$ cat src/rtl/dma_pkg.sv
// Shared definitions for the dma_xfer block: FSM states, status bit indices, mode codes.
// Optional feature macro: DMA_XFER_ERR_ABORT_EN (abort transfer on ICB response error).
package dma_pkg;

    typedef enum logic [2:0] {
        StIdle  = 3'd0,
        StRdCmd = 3'd1,
        StRdRsp = 3'd2,
        StWrCmd = 3'd3,
        StWrRsp = 3'd4,
        StDone  = 3'd5
    } dma_state_e;

    // Bit positions inside dma_ctr
    localparam int unsigned CtrBusy = 2;
    localparam int unsigned CtrDone = 1;
    localparam int unsigned CtrErr  = 0;

    // trans_matr[1:0] codes; anything else behaves as copy
    localparam logic [1:0] ModeCopy      = 2'b00;
    localparam logic [1:0] ModeTranspose = 2'b01;

    localparam logic [31:0] WordBytes = 32'd4;

    // States in which a transfer is in flight
    function automatic logic is_busy_state(input dma_state_e s);
        return (s == StRdCmd) || (s == StRdRsp) || (s == StWrCmd) || (s == StWrRsp);
    endfunction

endpackage

$ cat src/rtl/dma_xfer_if.sv
// ICB master bus (command + response channels) used by dma_xfer.
interface dma_xfer_if;

    logic        cmd_valid;
    logic        cmd_ready;
    logic [31:0] cmd_addr;
    logic        cmd_read;
    logic [31:0] cmd_wdata;
    logic [3:0]  cmd_wmask;

    logic        rsp_valid;
    logic        rsp_ready;
    logic        rsp_err;
    logic [31:0] rsp_rdata;

    modport master (
        output cmd_valid, cmd_addr, cmd_read, cmd_wdata, cmd_wmask, rsp_ready,
        input  cmd_ready, rsp_valid, rsp_err, rsp_rdata
    );

    modport slave (
        input  cmd_valid, cmd_addr, cmd_read, cmd_wdata, cmd_wmask, rsp_ready,
        output cmd_ready, rsp_valid, rsp_err, rsp_rdata
    );

endinterface

$ cat src/rtl/dma_addr_gen.sv
// Element counters and running source/destination pointers for dma_xfer.
// Pointers advance by additions only; all arithmetic wraps modulo 2^32.
module dma_addr_gen
    import dma_pkg::*;
(
    input  logic        clk,
    input  logic        rst_n,
    input  logic        load,
    input  logic        advance,
    input  logic [31:0] sour_addr,
    input  logic [31:0] dest_addr,
    input  logic [31:0] line_size,
    input  logic [31:0] row_size,
    input  logic        transpose,
    output logic [31:0] src_ptr,
    output logic [31:0] dst_ptr,
    output logic        last
);

    logic [31:0] line_q;
    logic [31:0] rows_q;
    logic        transpose_q;
    logic [31:0] col_cnt_q;
    logic [31:0] row_cnt_q;
    logic [31:0] src_q;
    logic [31:0] dst_q;
    logic [31:0] dst_row_q;   // destination of column 0 in the current row (transpose)
    logic        col_end;
    logic        row_end;
    logic [31:0] col_stride;

    assign col_end    = (col_cnt_q == line_q - 32'd1);
    assign row_end    = (row_cnt_q == rows_q - 32'd1);
    assign last       = col_end && row_end;
    assign col_stride = transpose_q ? {rows_q[29:0], 2'b00} : WordBytes;
    assign src_ptr    = src_q;
    assign dst_ptr    = dst_q;

    // Snapshot on load; step to the next row-major element on advance
    always_ff @(posedge clk or negedge rst_n) begin
        if (!rst_n) begin
            line_q      <= '0;
            rows_q      <= '0;
            transpose_q <= 1'b0;
            col_cnt_q   <= '0;
            row_cnt_q   <= '0;
            src_q       <= '0;
            dst_q       <= '0;
            dst_row_q   <= '0;
        end else if (load) begin
            line_q      <= line_size;
            rows_q      <= row_size;
            transpose_q <= transpose;
            col_cnt_q   <= '0;
            row_cnt_q   <= '0;
            src_q       <= sour_addr;
            dst_q       <= dest_addr;
            dst_row_q   <= dest_addr;
        end else if (advance) begin
            // Source is contiguous in row-major order in both modes
            src_q <= src_q + WordBytes;
            if (col_end) begin
                col_cnt_q <= '0;
                row_cnt_q <= row_cnt_q + 32'd1;
                dst_row_q <= dst_row_q + WordBytes;
                dst_q     <= transpose_q ? dst_row_q + WordBytes : dst_q + WordBytes;
            end else begin
                col_cnt_q <= col_cnt_q + 32'd1;
                dst_q     <= dst_q + col_stride;
            end
        end
    end

endmodule

$ cat src/rtl/dma_xfer.sv
// Single-channel DMA: copies or transposes a row_size x line_size matrix of 32-bit words
// over an ICB master port, one outstanding transaction at a time.
// Optional feature macro: DMA_XFER_ERR_ABORT_EN -- when defined, an ICB response error
// aborts the transfer and sets the sticky error flag; otherwise rsp_err is ignored.
module dma_xfer
    import dma_pkg::*;
(
    input  logic              clk,
    input  logic              rst_n,
    input  logic [31:0]       sour_addr,
    input  logic [31:0]       dest_addr,
    input  logic [31:0]       line_size,
    input  logic [31:0]       row_size,
    input  logic [31:0]       trans_matr,
    input  logic              cfg_vld,
    output logic [2:0]        dma_ctr,
    dma_xfer_if.master        dma_icb
);

    dma_state_e  state_q, state_d;
    logic        done_q, done_d;
    logic        err_q, err_d;
    logic [31:0] data_q;
    logic        start;
    logic        zero_len;
    logic        advance;
    logic        transpose;
    logic        err_abort;
    logic [31:0] src_ptr;
    logic [31:0] dst_ptr;
    logic        last;
    logic        unused_mode;

    assign start       = (state_q == StIdle) && cfg_vld;
    assign zero_len    = (line_size == 32'd0) || (row_size == 32'd0);
    assign advance     = (state_q == StWrRsp) && dma_icb.rsp_valid;
    assign unused_mode = ^trans_matr[31:2];

`ifdef DMA_XFER_ERR_ABORT_EN
    assign err_abort = dma_icb.rsp_valid && dma_icb.rsp_err;
`else
    logic unused_rsp_err;
    assign unused_rsp_err = dma_icb.rsp_err;
    assign err_abort      = 1'b0;
`endif

    // Decode the mode field; unknown codes fall back to copy
    always_comb begin
        transpose = 1'b0;
        case (trans_matr[1:0])
            ModeCopy:      transpose = 1'b0;
            ModeTranspose: transpose = 1'b1;
            default:       transpose = 1'b0;
        endcase
    end

    dma_addr_gen u_addr_gen (
        .clk       (clk),
        .rst_n     (rst_n),
        .load      (start),
        .advance   (advance),
        .sour_addr (sour_addr),
        .dest_addr (dest_addr),
        .line_size (line_size),
        .row_size  (row_size),
        .transpose (transpose),
        .src_ptr   (src_ptr),
        .dst_ptr   (dst_ptr),
        .last      (last)
    );

    // State and sticky status registers
    always_ff @(posedge clk or negedge rst_n) begin
        if (!rst_n) begin
            state_q <= StIdle;
            done_q  <= 1'b0;
            err_q   <= 1'b0;
        end else begin
            state_q <= state_d;
            done_q  <= done_d;
            err_q   <= err_d;
        end
    end

    // Read data buffer, filled by the read response of the current element
    always_ff @(posedge clk or negedge rst_n) begin
        if (!rst_n) begin
            data_q <= '0;
        end else if ((state_q == StRdRsp) && dma_icb.rsp_valid) begin
            data_q <= dma_icb.rsp_rdata;
        end
    end

    // Next-state and status update
    always_comb begin
        state_d = state_q;
        done_d  = done_q;
        err_d   = err_q;
        unique case (state_q)
            StIdle: begin
                if (cfg_vld) begin
                    done_d  = 1'b0;
                    err_d   = 1'b0;
                    state_d = zero_len ? StDone : StRdCmd;
                end
            end
            StRdCmd: begin
                if (dma_icb.cmd_ready) state_d = StRdRsp;
            end
            StRdRsp: begin
                if (dma_icb.rsp_valid) begin
                    if (err_abort) begin
                        err_d   = 1'b1;
                        state_d = StDone;
                    end else begin
                        state_d = StWrCmd;
                    end
                end
            end
            StWrCmd: begin
                if (dma_icb.cmd_ready) state_d = StWrRsp;
            end
            StWrRsp: begin
                if (dma_icb.rsp_valid) begin
                    if (err_abort) begin
                        err_d   = 1'b1;
                        state_d = StDone;
                    end else begin
                        state_d = last ? StDone : StRdCmd;
                    end
                end
            end
            StDone: begin
                state_d = StIdle;
            end
            default: begin
                state_d = StIdle;
            end
        endcase
        // done becomes visible in the DONE cycle itself
        if (state_d == StDone) done_d = 1'b1;
    end

    // ICB command fields derive from state and pointers, so they hold while stalled
    always_comb begin
        dma_icb.cmd_valid = 1'b0;
        dma_icb.cmd_read  = 1'b0;
        dma_icb.cmd_addr  = '0;
        dma_icb.cmd_wdata = '0;
        dma_icb.cmd_wmask = '0;
        dma_icb.rsp_ready = 1'b1;
        if (state_q == StRdCmd) begin
            dma_icb.cmd_valid = 1'b1;
            dma_icb.cmd_read  = 1'b1;
            dma_icb.cmd_addr  = src_ptr;
        end else if (state_q == StWrCmd) begin
            dma_icb.cmd_valid = 1'b1;
            dma_icb.cmd_addr  = dst_ptr;
            dma_icb.cmd_wdata = data_q;
            dma_icb.cmd_wmask = 4'hF;
        end
    end

    // Status word
    always_comb begin
        dma_ctr          = '0;
        dma_ctr[CtrBusy] = is_busy_state(state_q);
        dma_ctr[CtrDone] = done_q;
`ifdef DMA_XFER_ERR_ABORT_EN
        dma_ctr[CtrErr]  = err_q;
`else
        dma_ctr[CtrErr]  = 1'b0;
`endif
    end

endmodule

$ cat src/flat_wrapper.sv
// flat-port wrapper written by rule: the top's interface ports become plain ports
module dma_xfer_flat import dma_pkg::*;
  (clk, rst_n, sour_addr, dest_addr, line_size, row_size, trans_matr, cfg_vld, dma_ctr, dma_icb_cmd_valid, dma_icb_cmd_addr, dma_icb_cmd_read, dma_icb_cmd_wdata, dma_icb_cmd_wmask, dma_icb_rsp_ready, dma_icb_cmd_ready, dma_icb_rsp_valid, dma_icb_rsp_err, dma_icb_rsp_rdata);
  dma_xfer_if dma_icb_i ();
  input  logic clk;
  input  logic rst_n;
  input  logic [31:0] sour_addr;
  input  logic [31:0] dest_addr;
  input  logic [31:0] line_size;
  input  logic [31:0] row_size;
  input  logic [31:0] trans_matr;
  input  logic cfg_vld;
  output logic [2:0] dma_ctr;
  output wire logic [$bits(dma_icb_i.cmd_valid)-1:0] dma_icb_cmd_valid;
  output wire logic [$bits(dma_icb_i.cmd_addr)-1:0] dma_icb_cmd_addr;
  output wire logic [$bits(dma_icb_i.cmd_read)-1:0] dma_icb_cmd_read;
  output wire logic [$bits(dma_icb_i.cmd_wdata)-1:0] dma_icb_cmd_wdata;
  output wire logic [$bits(dma_icb_i.cmd_wmask)-1:0] dma_icb_cmd_wmask;
  output wire logic [$bits(dma_icb_i.rsp_ready)-1:0] dma_icb_rsp_ready;
  input wire logic [$bits(dma_icb_i.cmd_ready)-1:0] dma_icb_cmd_ready;
  input wire logic [$bits(dma_icb_i.rsp_valid)-1:0] dma_icb_rsp_valid;
  input wire logic [$bits(dma_icb_i.rsp_err)-1:0] dma_icb_rsp_err;
  input wire logic [$bits(dma_icb_i.rsp_rdata)-1:0] dma_icb_rsp_rdata;
  assign dma_icb_cmd_valid = dma_icb_i.cmd_valid;
  assign dma_icb_cmd_addr = dma_icb_i.cmd_addr;
  assign dma_icb_cmd_read = dma_icb_i.cmd_read;
  assign dma_icb_cmd_wdata = dma_icb_i.cmd_wdata;
  assign dma_icb_cmd_wmask = dma_icb_i.cmd_wmask;
  assign dma_icb_rsp_ready = dma_icb_i.rsp_ready;
  assign dma_icb_i.cmd_ready = dma_icb_cmd_ready;
  assign dma_icb_i.rsp_valid = dma_icb_rsp_valid;
  assign dma_icb_i.rsp_err = dma_icb_rsp_err;
  assign dma_icb_i.rsp_rdata = dma_icb_rsp_rdata;
  dma_xfer u_core (.clk(clk), .rst_n(rst_n), .sour_addr(sour_addr), .dest_addr(dest_addr), .line_size(line_size), .row_size(row_size), .trans_matr(trans_matr), .cfg_vld(cfg_vld), .dma_ctr(dma_ctr), .dma_icb(dma_icb_i));
endmodule
$ cat config.mk
export PLATFORM = sky130hd
export DESIGN_NAME = dma_xfer_flat
export DESIGN_NICKNAME = d
export VERILOG_FILES = /design/src/rtl/dma_pkg.sv /design/src/rtl/dma_xfer_if.sv /design/src/rtl/dma_addr_gen.sv /design/src/rtl/dma_xfer.sv /design/src/flat_wrapper.sv
export SDC_FILE = /design/constraint.sdc
export NUM_CORES = 1
export LEC_CHECK = 0
export BUFFER_PORTS_ARGS = -buffer_cell sky130_fd_sc_hd__buf_2
export CORE_ASPECT_RATIO = 1.25
export CORE_MARGIN = 10
export CORE_UTILIZATION = 53
export CTS_CLUSTER_DIAMETER = 100
export DETAILED_ROUTE_END_ITERATION = 10
export HOLD_SLACK_MARGIN = 0.1
export PLACE_DENSITY = 0.78
export SLEW_MARGIN = 20
export SYNTH_ARGS = -nofsm -noshare
export SYNTH_HDL_FRONTEND = slang
export SYNTH_SLANG_ARGS = --single-unit
$ cat constraint.sdc
create_clock -name clk -period 4.3 [get_ports clk]
set_input_delay 0.43 -clock clk [delete_from_list [all_inputs] [get_ports clk]]
set_output_delay 0.43 -clock clk [all_outputs]
set_load 0.005 [all_outputs]
# == Word level (Yosys, flattened, before mapping) ==
# Index checks and enable logic that the tools add are counted.
# Widths: inputs -> output; s select.
# word_totals
word_cells,81
out_inout_bits,74
reg_bits,261
in_bits,198
# op_classes
muxes,37
n_eq_ne,8
n_reduce_logical,17
add_sub_neg,8
# ops
cell,count
$mux 32,20
$add 32x3->32 const B,3
$add 32x1->32 const B,2
$eq 32x32->1,2
$logic_not 32->1,2
$sub 32x1->32 const B,2
$add 32x32->32,1
$mux 3,7
$pmux 3 s5,1
$mux 4,2
$reduce_bool 2->1,4
$mux 1,7
$eq 3x2->1 const B,2
$eq 3x3->1 const B,2
$logic_and 1x1->1,4
$logic_or 1x1->1,4
$reduce_and 2->1,2
$eq 3x1->1 const B,1
$logic_not 3->1,1
$eq 2x1->1 const B,1

# == Logic depth before layout (Yosys ltp) ==
# Gate-level depths: netlist of the first run.
# depth
ltp_word,9
mapped_depth,16
depth_no_buf,14

# == Cells and area by module ==
# A second synthesis of the first run with hierarchy kept.
# hier_totals
cells_unflattened,2055
hier_area_um2,18149.9
# modules_own_cells
module,instances,area_each_um2,seq_area_each_um2,cells_each
dma_addr_gen,1,15797.7,5630.4,1819
dma_xfer,1,2352.3,900.9,236

# == Worst setup path after synthesis of the first run ==
# Ideal clock, no wire load.
# synth_timing
kind,reg-to-reg
startpoint,register u_core.u_addr_gen.line_q[0]
endpoint,register u_core.u_addr_gen.row_cnt_q[9]
path_buffers,2
t_required_ns,4.175
slack_ns,0.271
path_stages_with_launch,14
t_arrival_ns,3.904
setup_time_ns,0.125
period_less_slack_ns,4.029
path_cell_list,dfrtp_1 > clkbuf_1 > inv_1 > ha_1 > or4b_2 > or4_4 > or3_1 > o31ai_1 > nand4b_1 > nor4_4 > nand2_2 > buf_2 > nor3_1 > mux2_2
# synth_between
elab_chain_cells,4
# synth_rtl
element,line_no,source
from (decl),dma_addr_gen.sv:20,logic [31:0] line_q;
from (signal assigned),dma_addr_gen.sv:51,line_q <= line_size;
$sub 32x1->32,dma_addr_gen.sv:32,assign col_end = (col_cnt_q == line_q - 32'd1);
$eq 32x32->1,dma_addr_gen.sv:32,
$reduce_bool 2->1 (no line),n/a,
$reduce_and 2->1 (no line),n/a,
to (signal assigned),dma_addr_gen.sv:64,row_cnt_q <= row_cnt_q + 32'd1;
to (decl),dma_addr_gen.sv:24,logic [31:0] row_cnt_q;
# No other way between the ends.
# A chain may end at the register's enable or synchronous reset.

# == Worst setup path after layout of the first run ==
# Ends and elaborated chain as after synthesis.

==> flow_summary.yaml, run 1 <==
status:
  status: "completed"
finish:
  nets: 2803
  final_cell_mix: "nand2_1 (377), dfrtp_1 (259), buf_2 (237)"
  final-seq-area_sq_um: 6530
  fillers: 2916
  multi_input_area_sq_um: 11400
  area_growth_syn_to_layout_pct: 20.4
  drive_above_1_share_pct: 16.1
  fin_util_pct: 64.7
  layout_commonest_cell: "nand2_1"
setup_path:
  r2r-end: "u_core.u_addr_gen.row_cnt_q[9]"
  endpoint_kind: "register"
  path_cells: "inv_1 -> ha_1 -> or4b_2 -> or4_4 -> o21ba_2 -> nor4b_1 -> nand4b_1 -> nor4_4 -> buf_12 -> nand2_2 -> buf_12 -> nor3_1 -> mux2_2"
  cpMaxStageDelayCell: "or4b_2"
  crit_path_max_fanout: 45
  cp_top_family: "simple AND/OR/NAND/NOR gates"
  rrSetupSlack_ps: 170
  r2r_start: "u_core.u_addr_gen.line_q[0]"
  slowest_delay_ps: 660
  crit_type: "reg -> reg"
  rr_worst_depth: 13
  cp_data_arrival_time_ps: 4590
  start_kind: "register"
  path_common_cell: "buf_12"
  crit_buf_inv: 3
  crit_required_ps: 4760
route:
  route.detailed.drc: 0
  dr_total_vias: 19000
  firstDrtPassIters: 5
  wire_per_inst_um: 20.8
  viasPerCell: 6.21
  wl_um: 63800
  ant_nets: 0
  drt_iter0_drc: 1620
floorplanning:
  start_util_pct: 53.7
  die_h_um: 229
  floorplan.rows: 76
  die_x_um: 188
  dieArea_sq_um: 43000
  pin_count: 272
  core-area_sq_um: 34600
yosys:
  synth_area_sq_um: 18600
  async_reset_ff_share_pct: 100
  synth_cells: 2281
  avgSynthCellArea_sq_um: 8.16
  synth_cell_types: 80
  synthesis.nets: 2516
  ys_ff_latch: 261
  synth-edff-count: 0
  synth_ff_type: "dfrtp_1"
  yosys_warnings: 0
  yosysSeqAreaShare_pct: 35.1
clocking:
  cts_max_level: 1
  cts_sinks: 261
  root_buffer: "clkbuf_16"
  cts_tree: "built"
  numCtsBuffers: 29
  clkTransAtPathRegs_ps: 60
  clock_latency_ps: 570
  clockBufferDepth: 3
  cts_setup_buffers: 0
timing:
  relSlewSlack_pct: 34.9
  finalCritPeriodShare_pct: 96.1
  post-route-min-period_ps: 4130
  worstMarginPinSlew_ps: 977
  fmax_ghz: 0.242
  hold_viol_final: 0
  tns_ps: 0
  fin_skew_ps: 13.4
  slew_viol_final: 0
  setup_viol: 0
  rsz0062_at_grt: "false"
grt:
  grt_pass1_vias: 18700
  grt_usage_pct: 28.2
  grt_max_degree: 179
  gr-total-overflow: 0
  grt_pass1_wl_um: 100000
  antenna_found_initial: 2
run:
  cap_violations: 0
hold_path:
  whs_endpoint: "u_core.u_addr_gen.src_ptr[25]"
  hp-start: "sour_addr[25]"
  holdPathStages: 3
  hp-class: "in -> reg"
placed_design:
  place_hpwl_um: 45100
  io_buffers: 238
  place_congestion: 0.946
power_and_ir_drop:
  finalPower_uw: 14200
  ir_drop_uv: 384
  power_density_nw_per_um2: 636
  p_leak_uw: 0.0102
## registers in the layout (all words and copies together) (netlist names)
register,flops
u_core.done_q,1
u_core.u_addr_gen.row_cnt_q,32
u_core.u_addr_gen.rows_q,32
u_core.u_addr_gen.col_cnt_q,32
u_core.u_addr_gen.line_q,32
u_core.u_addr_gen.dst_ptr,32
u_core.u_addr_gen.transpose_q,1
u_core.u_addr_gen.src_ptr,32
u_core.u_addr_gen.dst_row_q,32
u_core.state_q,3
u_core.data_q,32
## cell families (layout without fill, tap and decap cells)
kind of cell,Yosys count,count (layout),share of synthesized area [%]
AND/OR/NAND/NOR,1095,1095,29.5
buffers and inverters,181,488,3.98
AO/OA/AOI/OAI,422,422,14.6
other,2,8,0.0404
XOR/XNOR,187,187,8.80
multiplexers,96,96,5.41
adder cells (fa/ha/maj),37,37,2.53
flip-flops,261,261,35.1
## metrics by stage
stage,instance area (sq um),std cells,worst slack [ps],hold slack (ps)
after floorplan,18600,2281,271,134
after global placement,20300,2893,244,454
after detailed placement,20300,2893,220,459
after CTS,22400,3055,194,105
after global routing,22400,3059,57.2,113
final,22400,3062,167,116
## power by group
| part | leakage, uW | switching (uW) | internal [uW] |
|---|---|---|---|
| Sequential | 0.00324 | 1520 | 3350 |
| Clock | 0.000463 | 1070 | 1480 |
| Combinational | 0.00648 | 3810 | 3010 |
| Total | 0.0102 | 6400 | 7830 |
## how the worst max path moves through the flow
stage	startpoint	endpoint	slack [ps]	cells after the start
final	u_core.u_addr_gen.line_q[0]	u_core.u_addr_gen.row_cnt_q[9]	170	13
after global routing	u_core.u_addr_gen.line_q[0]	u_core.u_addr_gen.dst_row_q[11]	60	13
after CTS	u_core.u_addr_gen.line_q[0]	u_core.u_addr_gen.dst_ptr[30]	190	13
after detailed placement	u_core.u_addr_gen.line_q[0]	u_core.u_addr_gen.row_cnt_q[9]	220	13
after global placement	u_core.u_addr_gen.line_q[0]	u_core.u_addr_gen.row_cnt_q[9]	240	13
after floorplan	u_core.u_addr_gen.line_q[0]	u_core.u_addr_gen.row_cnt_q[9]	270	13
## cell usage after synthesis (20+ instances only)
master / n / share of area (%)
ha_1: 36 / 2.4
clkbuf_1: 100 / 2.0
xnor2_1: 112 / 5.3
or4_1: 28 / 1.1
dfrtp_1: 261 / 35
nor4_1: 47 / 1.6
a21oi_1: 74 / 2.0
mux2_2: 36 / 2.2
and3_1: 89 / 3.0
nand3_1: 76 / 2.0
buf_1: 20 / 0.40
and4_1: 21 / 0.99
nand2_1: 377 / 7.6
nor3_1: 77 / 2.1
or2_2: 21 / 0.71
o21ai_0: 121 / 3.3
o211ai_1: 27 / 1.1
nand4_1: 42 / 1.4
nand2b_1: 22 / 0.74
a211oi_1: 33 / 1.3
xor2_1: 75 / 3.5
mux2i_1: 60 / 3.2
and2_1: 43 / 1.4
a31oi_1: 34 / 1.1
inv_1: 36 / 0.73
nor2_1: 176 / 3.6
## worst reg2reg max path: cells and delay by family (launching register included)
family / cells / cell delay, ps
simple gates: 7 / 2420
mux: 1 / 350
flops: 1 / 380
compound gates: 1 / 230
fa+ha+maj: 1 / 160
buf+inv: 3 / 490
## layout make-up
class / instances / share of cell area, %
multi-input combinational: 1839 / 50.7
sequential: 261 / 29.2
timing repair buffer: 401 / 12.6
clock buffer: 38 / 3.57
tap: 468 / 2.62
clock inverter: 13 / 0.676
inverter: 36 / 0.604
antenna: 6 / 0.0671
## layer usage
metal  up-vias  track usage, %  wire length (um)
met5         -               0                 0
met3       204            3.54              4180
met2       786            49.9             32100
li1       8768               -                 -
met1      9260            32.3             24000
met4         0            15.7              3520
## repair_timing
item | CTS | global route
gates resized for setup | 0 | 2
setup endpoints to repair | 0 | 6
endpoints found under the hold margin | 235 | 0
hold buffers | 111 | 0
Note: power is estimated with default switching activity, not from simulation.
==> run 2: changes to the inputs <==
--- a/config.mk
+++ b/config.mk
@@ -8,5 +8,5 @@
 export BUFFER_PORTS_ARGS = -buffer_cell sky130_fd_sc_hd__buf_2
 export CORE_ASPECT_RATIO = 1.25
-export CORE_MARGIN = 10
+export CORE_MARGIN = 1.5
 export CORE_UTILIZATION = 53
 export CTS_CLUSTER_DIAMETER = 100
==> constraint.sdc (replaced) <==
create_clock -name clk -period 4.3 [get_ports clk]
set_input_delay 0.86 -clock clk [delete_from_list [all_inputs] [get_ports clk]]
set_output_delay 0.86 -clock clk [all_outputs]
set_load 0.005 [all_outputs]
==> run 2 against run 1 <==
Net effect: non-clock buffer count shrank 118; global-route usage up 3.8 points; clock-buffer cell count shrank 1; worst hold slack better by 210 ps; largest cell class unchanged.
==> flow_summary.yaml, run 2 (synthesis results as in run 1) <==
floorplanning:
  die_h_um: 212
  die_x_um: 171
  start_util_pct: 53.9
  core-area_sq_um: 34500
  dieArea_sq_um: 36200
  pin_count: 272
  floorplan.rows: 76
clocking:
  cts_tree: "built"
  cts_sinks: 261
  clkTransAtPathRegs_ps: 60
  cts_max_level: 1
  clockBufferDepth: 3
  root_buffer: "clkbuf_16"
  clock_latency_ps: 580
  numCtsBuffers: 28
timing:
  fin_ws_ps: 300
  fmax_ghz: 0.250
  slew_viol_final: 0
  setup_viol: 0
  finalCritPeriodShare_pct: 93.0
  rsz0062_at_grt: "false"
  post-route-min-period_ps: 4000
  fin_skew_ps: 31.6
  hold_viol_final: 0
  worstMarginPinSlew_ps: 916
  tns_ps: 0
  relSlewSlack_pct: 39.0
finish:
  nets: 2684
  final_cell_mix: "nand2_1 (377), dfrtp_1 (259), buf_2 (237)"
  drive_above_1_share_pct: 16.8
  fillers: 3110
  layout_commonest_cell: "nand2_1"
  area_growth_syn_to_layout_pct: 14.6
route:
  wire_per_inst_um: 19.9
  firstDrtPassIters: 5
  drt_iter0_drc: 1295
  dr_total_vias: 18200
  ant_nets: 0
  wl_um: 58500
  viasPerCell: 6.20
  route.detailed.drc: 0
setup_path:
  crit_required_ps: 4810
  crit_type: "reg -> reg"
  crit_path_max_fanout: 45
  start_kind: "register"
  endpoint_kind: "register"
  cp_data_arrival_time_ps: 4510
status:
  status: "completed"
grt:
  grt_pass1_vias: 17700
  grt_max_degree: 214
  gr-total-overflow: 0
  grt_usage_pct: 32.1
  grt_pass1_wl_um: 92200
  antenna_found_initial: 1
power_and_ir_drop:
  share_comb_of_total_power_pct: 46.8
  seq_power_share_pct: 33.7
  p_int_uw: 7960
  swShare_pct: 44.1
  p_leak_uw: 0.00975
  power_density_nw_per_um2: 668
  switchingPower_uw: 6280
  power_frac_clock_pct: 19.5
  ir_drop_uv: 681
run:
  cap_violations: 0
hold_path:
  hp-class: "in -> async"
placed_design:
  place_congestion: 0.946
  pre_cts_slack_ps: 69.7
  place_hpwl_um: 42400
  io_buffers: 238
run 2: cell types whose count changed in the layout (fill, tap and decap cells not counted), moves of 2 or more:
| cell | before | now |
|---|---|---|
| buf_4 | 42 | 38 |
| clkinv_4 | 0 | 2 |
| diode_2 | 6 | 1 |
| bufinv_16 | 3 | 6 |
| dlygate4sd3_1 | 111 | 0 |
| clkbuf_1 | 5 | 1 |
| clkbuf_8 | 4 | 7 |
run 2: through the flow:
step                power, uW  hold slack, ps  std cells  utilization (%)  instance area [sq um]
floorplan                9140             436       2281                -                  18600
global placement        11100             451       2887             58.6                  20200
detailed placement      11400             461       2887             58.6                  20200
CTS                     14200             346       2939             61.7                  21300
global route            15200             370       2939             61.7                  21300
finish                  14200             329       2940             61.7                  21300
run 2: timing repair:
item | CTS | global route
resized for setup | 0 | 3
setup endpoints to repair | 0 | 68
buffers inserted | 0 | 0
hold buffers | 0 | 0
run 2: power groups by stage:
stage	registers, uW	logic [uW]	clock network [uW]
5_1_grt	4880	7410	2900
4_1_cts	4730	6620	2810
3_5_place_dp	4760	6590	0
2_1_floorplan	4100	5040	0
3_3_place_gp	4710	6390	0
6_report	4800	6670	2780
run 2: layout make-up:
cell class              instances  area (sq um)  share of cell area, %
diodes                          1          2.50                 0.0117
clock buffers                  37           826                   3.88
clock inverters                15           238                   1.12
inverters                      36           135                  0.634
multi-input cells            1839         11400                   53.3
flip-flops and latches        261          6530                   30.7
well taps                     468           586                   2.75
repair buffers                283          1630                   7.63
run 2: worst max-delay path, cell delays in order (launching register included):
cell	delay [ps]
dfrtp_1	380
or4_1	680
or4_4	610
or4_1	520
a21oi_1	180
o21ai_1	120
nor4_4	330
buf_12	200
nand2_2	80
buf_12	200
or4_1	500
nand3_1	100
run 2: path summary, 6_finish.rpt:
kind / from / endpoint / slack (ps) / cells after the start
max in group asynchronous: rst_n / u_core.u_addr_gen.line_q[10] / 3000 / 2
hold / removal: rst_n / u_core.data_q[7] / 330 / 1
min in group clk: u_core.u_addr_gen.dst_row_q[1] / u_core.u_addr_gen.dst_row_q[1] / 480 / 1
hold reg to reg: u_core.u_addr_gen.dst_row_q[1] / u_core.u_addr_gen.dst_row_q[1] / 480 / 1
setup reg to reg: u_core.u_addr_gen.line_q[2] / u_core.u_addr_gen.dst_row_q[18] / 300 / 11
setup / recovery: u_core.u_addr_gen.line_q[2] / u_core.u_addr_gen.dst_row_q[18] / 300 / 11
run 2: metal layers:
metal	routed length (um)	share of wire, %	global-route usage, %
met5	15	0.026	0
met4	3650	6.2	20.1
met2	28900	49	56.2
met1	22500	38	37.5
met3	3440	5.9	3.37
==> run 3: changes to the inputs <==
- REMOVE_ABC_BUFFERS: not set -> 1
==> run 3 against run 2 <==
Net effect: cell area about the same; worst hold slack worse by 53 ps; utilization is essentially flat; critical path type unchanged; global-route usage decreased by 1.1 points; highest routed layer unchanged.
==> flow_summary.yaml, run 3 (synthesis results as in run 1) <==
status:
  status: "completed"
floorplanning:
  core-area_sq_um: 34500
  die_h_um: 212
  floorplan.rows: 76
  start_util_pct: 53.9
  pin_count: 272
  dieArea_sq_um: 36200
  die_x_um: 171
power_and_ir_drop:
  seq_power_share_pct: 33.7
  power_frac_clock_pct: 17.9
  swShare_pct: 44.3
  power_density_nw_per_um2: 649
  ir_drop_uv: 373
  p_leak_uw: 0.00978
  switchingPower_uw: 6120
  p_int_uw: 7700
  share_comb_of_total_power_pct: 48.5
setup_path:
  rrSetupSlack_ps: 290
  crit_required_ps: 4740
  cp-endpoint: "u_core.u_addr_gen.dst_ptr[1]"
  endpoint_kind: "register"
  cp_data_arrival_time_ps: 4450
  path_cells: "or4_1 -> or4_4 -> or4_1 -> a21oi_1 -> o21ai_1 -> nor4_4 -> buf_4 -> buf_4 -> nand3_1 -> and3_1 -> or3_1"
  crit_buf_inv: 2
  start_kind: "register"
  cpMaxStageDelayCell: "or4_1"
  slowest_delay_ps: 640
  cp_top_family: "simple AND/OR/NAND/NOR gates"
  rr_worst_depth: 11
  crit_path_max_fanout: 7
  cp.depth: 11
  r2r_start: "u_core.u_addr_gen.line_q[4]"
  critPathLaunch: "u_core.u_addr_gen.line_q[4]"
  crit_type: "reg -> reg"
  r2r-end: "u_core.u_addr_gen.dst_ptr[1]"
finish:
  final-seq-area_sq_um: 6530
  drive_above_1_share_pct: 17.1
  fillers: 3015
  layout_commonest_cell: "nand2_1"
  stdcell_area_sq_um: 21300
  multi_input_area_sq_um: 11400
  area_growth_syn_to_layout_pct: 14.6
  nets: 2701
  final_cell_mix: "nand2_1 (377), dfrtp_1 (259), buf_2 (237)"
  antenna_cells: 0
clocking:
  root_buffer: "clkbuf_16"
  clkTransAtPathRegs_ps: 60
  clock_latency_ps: 560
  cts_tree: "built"
  clockBufferDepth: 3
  cts_sinks: 261
  cts_max_level: 1
  numCtsBuffers: 29
timing:
  finalCritPeriodShare_pct: 93.3
  fmax_ghz: 0.249
  rsz0062_at_grt: "false"
  hold_viol_final: 0
  relSlewSlack_pct: 40.0
  post-route-min-period_ps: 4010
  worstMarginPinSlew_ps: 900
  setup_viol: 0
  slew_viol_final: 0
  fin_skew_ps: 12.3
  whs_ps: 276
grt:
  antenna_found_initial: 1
  grt_usage_pct: 30.9
  grt_pass1_wl_um: 89400
  grt_pass1_vias: 17800
  grt_max_degree: 117
  gr-total-overflow: 0
route:
  drt_iter0_drc: 1527
  route.top_layer_used: "met5"
  wl_um: 57100
  route.met3.wl_um: 3760
  ant_nets: 0
  viasPerCell: 6.23
  wire_per_inst_um: 19.3
  route.detailed.drc: 0
  dr_total_vias: 18400
  wl_met1_um: 21800
  firstDrtPassIters: 6
  wl_met2_um: 28000
placed_design:
  place_congestion: 0.938
  place_area_sq_um: 20300
  place_hpwl_um: 41000
  io_buffers: 238
hold_path:
  hp-class: "in -> async"
run:
  cap_violations: 0
[run 3: cell type report]
| type | instances | share of cell area [%] |
|---|---|---|
| Clock buffer | 43 | 3.98 |
| Clock inverter | 10 | 0.423 |
| Inverter | 36 | 0.634 |
| Multi-Input combinational cell | 1839 | 53.3 |
| Sequential cell | 261 | 30.7 |
| Tap cell | 468 | 2.75 |
| Timing Repair Buffer | 299 | 8.22 |
[run 3: worst min path at each step]
| stage | depth (start not counted) | slack (ps) | startpoint | end |
|---|---|---|---|---|
| 2_1_floorplan | 2 | 440 | u_core.u_addr_gen.dst_row_q[0] | u_core.u_addr_gen.dst_row_q[0] |
| 3_3_place_gp | 2 | 450 | u_core.u_addr_gen.dst_row_q[0] | u_core.u_addr_gen.dst_row_q[0] |
| 3_5_place_dp | 2 | 460 | u_core.u_addr_gen.dst_row_q[0] | u_core.u_addr_gen.dst_row_q[0] |
| 4_1_cts | 1 | 290 | rst_n | u_core.u_addr_gen.line_q[29] |
| 5_1_grt | 1 | 310 | rst_n | u_core.u_addr_gen.line_q[31] |
| 6_report | 1 | 280 | rst_n | u_core.u_addr_gen.line_q[29] |
[run 3: worst reg2reg max path, stage by stage (launching register included)]
cell,delay [ps]
dfrtp_1,440
or4_1,650
or4_4,610
or4_1,520
a21oi_1,190
o21ai_1,120
nor4_4,260
buf_4,210
buf_4,190
nand3_1,150
and3_1,220
or3_1,350
[run 3: power by group through the flow]
stage	registers [uW]	logic [uW]	clock network, uW
final	4660	6700	2470
after global routing	4770	7410	2610
after CTS	4590	6640	2510
after detailed placement	4610	6600	0
after global placement	4560	6370	0
after floorplan	4340	4720	0
[run 3: layer usage]
metal,vias up,GRT usage (%)
li1,8563,-
met1,8840,36.5
met2,794,53.4
met3,209,3.80
met4,2,19.2
met5,-,0
[run 3: per-stage QoR]
stage | total power, uW | utilization [%] | TNS (ps) | std cells | setup slack, ps
floorplan | 9070 | - | -2855160 | 2136 | -18820
CTS | 13700 | 61.6 | 0 | 2954 | 0.0542
finish | 13800 | 61.7 | 0 | 2956 | 288
global route | 14800 | 61.7 | 0 | 2956 | 141
detailed placement | 11200 | 58.9 | -12.8 | 2901 | -12.8
global placement | 10900 | 58.9 | 0 | 2901 | 50.9
[run 3: what timing repair did]
| item | 4_1_cts | 5_1_grt |
|---|---|---|
| pin swaps | 0 | 1 |
| gates resized for setup | 1 | 4 |
| hold buffers | 0 | 0 |
| cloned | 0 | 1 |
| setup buffers | 0 | 1 |
| setup endpoints to repair | 1 | 108 |
